$ cat src/rtl/mux_scan_ctrl.sv
// mux_scan_ctrl: walks an 8:1 mux over the enabled channels and hands the sampled snapshot word downstream on a valid/ready handshake
module mux_scan_ctrl #(
  parameter int DWELL_CYCLES = 2,
  parameter bit CONT_MODE    = 1'b0
) (
  input  logic       clk_in,
  input  logic       rst_in,
  input  logic       start_in,
  input  logic [7:0] mask_in,
  input  logic       mux_y_in,
  input  logic       ready_in,
  output logic [2:0] sel_out,
  output logic       busy_out,
  output logic [7:0] word_out,
  output logic       valid_out,
  output logic       ovr_out
);
  localparam int W = $clog2(DWELL_CYCLES) + 1;
  typedef enum logic [1:0] {IDLE, SCAN, HOLD} state_t;
  state_t state, state_n;
  logic [W-1:0] dwell, dwell_n;
  logic [7:0] shadow, shadow_n, mask, mask_n, word_n, merged, above;
  logic [2:0] sel_n;
  logic accept, last, ovr_n;
  function automatic logic [2:0] lowest(input logic [7:0] m);
    lowest = 3'd0;
    for (int i = 7; i >= 0; i--) if (m[i]) lowest = i[2:0];
  endfunction
  assign busy_out  = state == SCAN;
  assign valid_out = state == HOLD;
  // next state: start acceptance, dwell/sample stepping and the HOLD handshake
  always_comb begin
    state_n  = state;
    sel_n    = sel_out;
    dwell_n  = dwell;
    shadow_n = shadow;
    mask_n   = mask;
    word_n   = word_out;
    merged   = shadow;
    merged[sel_out] = mux_y_in;
    above    = mask & (8'hFE << sel_out);
    last     = dwell == W'(DWELL_CYCLES - 1);
    accept   = start_in && (state == IDLE || (state == HOLD && ready_in));
    ovr_n    = start_in && !accept;
    if (accept) begin
      mask_n   = mask_in;
      shadow_n = 8'h00;
      dwell_n  = '0;
      state_n  = mask_in != 8'h00 ? SCAN : HOLD;
      sel_n    = lowest(mask_in);
      word_n   = mask_in != 8'h00 ? word_out : 8'h00;
    end else if (state == SCAN) begin
      dwell_n = last ? '0 : dwell + 1'b1;
      if (last) begin
        shadow_n = merged;
        sel_n    = above != 8'h00 ? lowest(above) : 3'd0;
        state_n  = above != 8'h00 ? SCAN : HOLD;
        word_n   = above != 8'h00 ? word_out : merged;
      end
    end else if (state == HOLD && ready_in) begin
      if (!CONT_MODE) begin
        state_n = IDLE;
        sel_n   = 3'd0;
      end else if (mask != 8'h00) begin
        state_n  = SCAN;
        sel_n    = lowest(mask);
        shadow_n = 8'h00;
        dwell_n  = '0;
      end
    end
  end
  // state and datapath registers; reset aborts any scan immediately
  always_ff @(posedge clk_in or posedge rst_in) begin
    if (rst_in) begin
      state    <= IDLE;
      sel_out  <= 3'd0;
      dwell    <= '0;
      shadow   <= 8'h00;
      mask     <= 8'h00;
      word_out <= 8'h00;
      ovr_out  <= 1'b0;
    end else begin
      state    <= state_n;
      sel_out  <= sel_n;
      dwell    <= dwell_n;
      shadow   <= shadow_n;
      mask     <= mask_n;
      word_out <= word_n;
      ovr_out  <= ovr_n;
    end
  end
endmodule

$ cat config.mk
export PLATFORM = sky130hd
export DESIGN_NAME = mux_scan_ctrl
export DESIGN_NICKNAME = d
export VERILOG_FILES = /design/src/rtl/mux_scan_ctrl.sv
export SDC_FILE = /design/constraint.sdc
export NUM_CORES = 1
export LEC_CHECK = 0
export BUFFER_PORTS_ARGS = -buffer_cell sky130_fd_sc_hd__clkbuf_2
export CORE_MARGIN = 3
export CORE_UTILIZATION = 29
export DETAILED_ROUTE_END_ITERATION = 10
export GPL_TIMING_DRIVEN = 1
export PLACE_DENSITY_LB_ADDON = 0.05
export SETUP_SLACK_MARGIN = 0.2
export SLEW_MARGIN = 25
export SYNTH_ARGS = -nofsm -noshare
export SYNTH_HDL_FRONTEND = slang
export SYNTH_SLANG_ARGS = --single-unit
$ cat constraint.sdc
create_clock -name clk_in -period 1.75 [get_ports clk_in]
set_clock_uncertainty 0.15 [all_clocks]
set_input_delay 0.175 -clock clk_in [delete_from_list [all_inputs] [get_ports clk_in]]
set_output_delay 0.175 -clock clk_in [all_outputs]
set_load 0.005 [all_outputs]
==> impl_metrics.json, run 1 <==
{
  "status": "finished clean",
  "wire_per_inst_um": 15.5,
  "rows": 27,
  "cap_violations": 0,
  "r2r-end": "state[0]",
  "slowest_delay_ps": 410,
  "hold_path.class": "input pin to flip-flop",
  "ys.flop_type": "dfrtp_1",
  "worstPathMaxFanout": 9,
  "avgSynthCellArea_um2": 9.68,
  "cts_max_level": 2,
  "dpl.cell_count": 280,
  "timing.critical_path.buf_inv": 0,
  "portBuffers": 26,
  "clk_path_buf_depth": 2,
  "antenna_found_initial": 0,
  "setup-tns-final_ps": 0,
  "detail_route.vias_per_cell": 4.98,
  "vias": 1494,
  "arrival_ps": 1730,
  "grt_usage_pct": 14.9,
  "max_slew.worst_pin.slew_ps": 407,
  "drive_gt1_share_pct": 43.0,
  "yosysUniqueCellTypes": 40,
  "yosysSeqAreaShare_pct": 45.5,
  "initial_utilization_pct": 30.4,
  "grt_pass1_wl_mm": 7.51,
  "synthTopCellsByArea": "dfrtp_1 46%, mux2i_1 10%, nand2_1 6.4%, mux2_2 3.3%, nor2_1 2.9%",
  "worstReg2RegStart": "mask[7]",
  "period_minus_slack_ps": 1710,
  "clock_latency_ps": 280,
  "crit_slowest_cell": "dfrtp_1",
  "power.density_mw_per_mm2": 1810,
  "crit_path_start_kind": "flip-flop",
  "drtIter0Drc": 95,
  "layout_common_cells": "28 x dfrtp_1, 26 x clkbuf_2, 21 x nand2_1",
  "fin_cells": 300,
  "critPathKind": "flip-flop to flip-flop",
  "r2r_setup_slack_ps": 40,
  "postLayoutCoreUtil_pct": 43.8,
  "hold_end": "mask[5]",
  "hold_viol_final": 0,
  "peakVddDrop_v": 0.000606,
  "dpl.hpwl_mm": 3.09,
  "gp_congestion": 0.791,
  "synth_seq_cells": 31,
  "cts.sinks": 31,
  "die_w_um": 82.7,
  "hp-start": "mask_in[5]",
  "fmax_mhz": 584,
  "yosys.area.top_type": "dfrtp_1",
  "syn_to_final_growth_pct": 44.2,
  "r2r_cells": 5,
  "clkTransAtPathRegs_ps": 70,
  "post-route-period-util_pct": 97.8,
  "yosysWarningCount": 0,
  "layout_commonest_cell": "dfrtp_1",
  "die-height_um": 82.7,
  "cp_cell_sequence": "a2bb2oi_2 > nor4_4 > o211a_4 > nand2_8 > a22o_1",
  "setup_viol": 0,
  "nNetsFinal": 240,
  "synth_edf_count": 0,
  "wirelength_mm": 4.65,
  "async_reset_ff_share_pct": 100,
  "post_synth_inst_count": 176,
  "leakage_nw": 1.15,
  "grt_max_degree": 32,
  "firstDrtPassIters": 4,
  "grt_overflow": 0,
  "cts_tree": "done",
  "rsz0062_at_grt": "yes",
  "synth_top_cell_area_share_pct": 45.5,
  "synth_nets": 189,
  "critical_path.top_delay_family": "compound AO/OA/AOI/OAI gates",
  "finalMaxSlewViolations": 0,
  "dieArea_mm2": 0.00683,
  "end_kind": "flip-flop",
  "grt_pass1_vias": 1483,
  "antenna_cells": 0,
  "holdPathStages": 3,
  "cts_made_buffers": 5,
  "core_area_mm2": 0.00561,
  "clockRootBuffer": "clkbuf_8",
  "ant_nets": 0,
  "synth_area_mm2": 0.00170,
  "drc_errors": 0,
  "worstPathRequired_ps": 1770,
  "relSlewSlack_pct": 72.8,
  "boundaryPins": 27,
  "dp_slack_ps": 4.54,
  "setup_ws_ps": 37.6
}
[synthesized netlist by cell type, types with 3 or more instances]
cell type / n
nor2_1: 13
o21ai_1: 7
dfrtp_1: 31
a21oi_1: 5
inv_1: 6
o21ai_0: 4
nand2b_1: 3
nor3b_1: 4
clkbuf_1: 6
mux2_2: 5
nor2b_1: 5
o22ai_1: 3
nand3_1: 4
nand3b_1: 4
mux2i_1: 17
nand2_1: 29
[routing by layer]
metal,share of wire (%),wire [um],vias to the layer above,track usage (%)
met5,0,0,-,0
met4,1.7,78,0,5.39
met3,4.3,199,7,3.36
met2,44,2050,27,21.6
met1,50,2330,734,21.6
li1,-,-,726,-
[where the power goes]
part           switching (mW)  internal (mW)
Combinational            1.23           1.34
Clock                   0.267          0.279
Sequential              0.288           1.04
[area by class of cell]
| cell class | count | area (um^2) |
|---|---|---|
| clock buffers | 7 | 76.3 |
| clock inverters | 1 | 5.00 |
| fillers | 571 | 3150 |
| inverters | 6 | 22.5 |
| multi-input cells | 129 | 1020 |
| flip-flops and latches | 31 | 779 |
| well taps | 72 | 90.1 |
| repair buffers | 54 | 462 |
[what timing repair did]
| action | 4_1_cts | 5_1_grt |
|---|---|---|
| resized for setup | 24 | 28 |
| gates cloned | 2 | 1 |
| endpoints found under the hold margin | 32 | 0 |
| pin swaps | 8 | 11 |
| setup buffers | 6 | 1 |
| endpoints found under the setup margin | 25 | 29 |
| hold buffers | 2 | 0 |
[worst min-delay path: stages]
cell	delay [ps]
clkbuf_2	150
nand2_4	60
o21ai_2	40
[flip-flops by register name, summed over array words and instances, names as in the netlist]
register	count
mask	7
ovr_out	1
dwell	2
state	2
shadow	8
sel_out	3
word_out	8
[through the flow]
| stage | hold WS [ps] | cell area, um^2 | power (mW) |
|---|---|---|---|
| 4_1_cts | 7.38 | 2330 | 4.24 |
| 3_3_place_gp | 116 | 2060 | 3.36 |
| 2_1_floorplan | 129 | 1760 | 2.71 |
| 5_1_grt | 32.0 | 2460 | 4.78 |
| 6_report | 22.9 | 2460 | 4.44 |
| 3_5_place_dp | 122 | 2060 | 3.38 |
[how the worst max path moves through the flow]
stage | cells past startpoint | slack (ps) | startpoint | end
floorplan | 5 | 110 | mask[5] | state[0]
global placement | 5 | 30 | mask[5] | state[0]
detailed placement | 6 | 5 | sel_out[1] | sel_out[0]
CTS | 6 | 40 | sel_out[1] | sel_out[0]
global route | 5 | -60 | mask[7] | state[0]
finish | 5 | 40 | mask[7] | state[0]
[cell families (layout without fill, tap and decap cells)]
family / count (synthesis) / after routing / synth area share (%)
AOI/OAI and AO/OA: 36 / 36 / 14.9
xor gates and xnor gates: 1 / 1 / 0.514
buffers and inverters: 16 / 68 / 4.11
and+or+nand+nor: 70 / 70 / 21.7
muxes: 22 / 22 / 13.3
DFF: 31 / 31 / 45.5
Note: power is estimated with default switching activity, not from simulation.
==> run 2: changes to the inputs <==
--- a/config.mk
+++ b/config.mk
@@ -6,6 +6,8 @@
 export NUM_CORES = 1
 export LEC_CHECK = 0
 export BUFFER_PORTS_ARGS = -buffer_cell sky130_fd_sc_hd__clkbuf_2
+export CELL_PAD_IN_SITES_DETAIL_PLACEMENT = 0
+export CELL_PAD_IN_SITES_GLOBAL_PLACEMENT = 1
 export CORE_MARGIN = 3
 export CORE_UTILIZATION = 29
 export DETAILED_ROUTE_END_ITERATION = 10
==> run 2 against run 1 <==
Effect of this change: non-clock buffer count rose by 7; clock power up 15%; via count is 0.54% lower; fmax shrank 0.47%; clock-buffer cell count increased by 1; global-route usage up 0.45 points; register-to-register slack is essentially flat; critical path depth did not move; sequential share of layout area is 0.49 points lower; final cell count grew 2.3%; largest cell class unchanged; highest routed layer unchanged.
==> impl_metrics.json, run 2 (synthesized netlist as in run 1, its figures left out) <==
{
  "grt_pass1_vias": 1563,
  "max_slew.worst_pin.slew_ps": 417,
  "antenna_cells": 0,
  "critical_path.top_delay_family": "simple AND/OR/NAND/NOR gates",
  "cap_violations": 0,
  "peakVddDrop_v": 0.000726,
  "grt_max_degree": 32,
  "dieArea_mm2": 0.00683,
  "antenna_found_initial": 0,
  "clockRootBuffer": "clkbuf_8",
  "syn_to_final_growth_pct": 46.5,
  "layout_common_cells": "28 x dfrtp_1, 26 x clkbuf_2, 22 x nand2_1",
  "drc_errors": 0,
  "crit_slowest_cell": "dfrtp_1",
  "portBuffers": 26,
  "cp_cell_sequence": "nor3b_4 > nor4_4 > o211a_4 > nand2_8 > a22o_1",
  "largest_registers": "shadow x8, word_out x8, mask x7",
  "boundaryPins": 27,
  "arrival_ps": 1750,
  "wirelength_mm": 4.52,
  "cts_max_level": 2,
  "die-height_um": 82.7,
  "rows": 27,
  "worstPathMaxFanout": 9,
  "clock_latency_ps": 280,
  "cts_made_buffers": 5,
  "detail_route.vias_per_cell": 4.84,
  "post-route-period-util_pct": 98.3,
  "finalMaxSlewViolations": 0,
  "relSlewSlack_pct": 72.2,
  "setup_viol": 0,
  "grt_pass1_wl_mm": 7.81,
  "holdPathStages": 2,
  "ant_nets": 0,
  "vias": 1486,
  "firstDrtPassIters": 4,
  "core_area_mm2": 0.00561,
  "gp_congestion": 0.804,
  "clkTransAtPathRegs_ps": 70,
  "cts_tree": "done",
  "grt_usage_pct": 15.4,
  "critPathKind": "flip-flop to flip-flop",
  "leakage_nw": 1.18,
  "drive_gt1_share_pct": 43.8,
  "status": "finished clean",
  "layout_commonest_cell": "dfrtp_1",
  "fmax_mhz": 581,
  "clk_path_buf_depth": 2,
  "grt_overflow": 0,
  "cts.sinks": 31,
  "hold_path.class": "input pin to flip-flop",
  "die_w_um": 82.7,
  "end_kind": "flip-flop",
  "drtIter0Drc": 94,
  "power.density_mw_per_mm2": 1820,
  "wire_per_inst_um": 14.7,
  "setup_ws_ps": 29.5,
  "crit_path_start_kind": "flip-flop",
  "worstPathRequired_ps": 1780,
  "slowest_delay_ps": 400,
  "initial_utilization_pct": 30.4,
  "rsz0062_at_grt": "yes",
  "dpl.hpwl_mm": 3.21,
  "n_fill_cell": 594,
  "period_minus_slack_ps": 1720,
  "timing.critical_path.buf_inv": 0,
  "postLayoutCoreUtil_pct": 44.5,
  "hold_viol_final": 0,
  "nNetsFinal": 247,
  "dp_slack_ps": -23.2,
  "r2r_cells": 5,
  "cp.depth": 5
}
[run 2: what timing repair did]
item	CTS	global route
hold endpoints to repair	34	0
pin swaps	5	9
gates resized for setup	23	27
hold buffers	4	0
setup buffers	8	2
setup endpoints to repair	25	31
cloned	1	0
[run 2: worst paths after layout]
path | start | to | slack, ps
setup reg to reg | mask[5] | state[0] | 30
min in group asynchronous | rst_in | state[0] | 360
hold / removal | mask_in[1] | mask[1] | 30
setup / recovery | mask[5] | state[0] | 30
max in group asynchronous | rst_in | sel_out[0] | 760
hold reg to reg | shadow[0] | shadow[0] | 360
[run 2: layer usage]
layer  wire, um  GRT usage (%)
met3        122           3.36
met1       2080           19.6
met4         89           5.56
met2       2230           25.5
met5          0              0
[run 2: worst register-to-register path: stages (launching register included)]
cell and delay [ps]:
dfrtp_1 400, nor3b_4 170, nor4_4 330, o211a_4 260
nand2_8 100, a22o_1 210
[run 2: layout make-up]
class                           count  area (um^2)  share of cell area, %
Sequential cell                    31          779                   31.2
Multi-Input combinational cell    129         1030                   41.3
Timing Repair Buffer               61          473                   18.9
Tap cell                           72         90.1                   3.61
Clock buffer                        8          100                   4.01
Inverter                            6         22.5                  0.902
[run 2: stage by stage]
step | hold WS [ps] | instance area (um^2) | std cells | power, mW | TNS (ps)
final | 29.6 | 2500 | 307 | 4.54 | 0
after floorplan | 129 | 1760 | 176 | 2.71 | 0
after global placement | 114 | 2080 | 284 | 3.41 | -4.14
after detailed placement | 123 | 2080 | 284 | 3.44 | -23.2
after CTS | 18.4 | 2380 | 305 | 4.38 | 0
after global routing | 33.5 | 2500 | 307 | 4.90 | -138
[run 2: power by group]
group | internal, mW | total [mW] | switching [mW]
logic | 1.37 | 2.58 | 1.21
registers | 1.04 | 1.33 | 0.289
clock network | 0.359 | 0.630 | 0.271
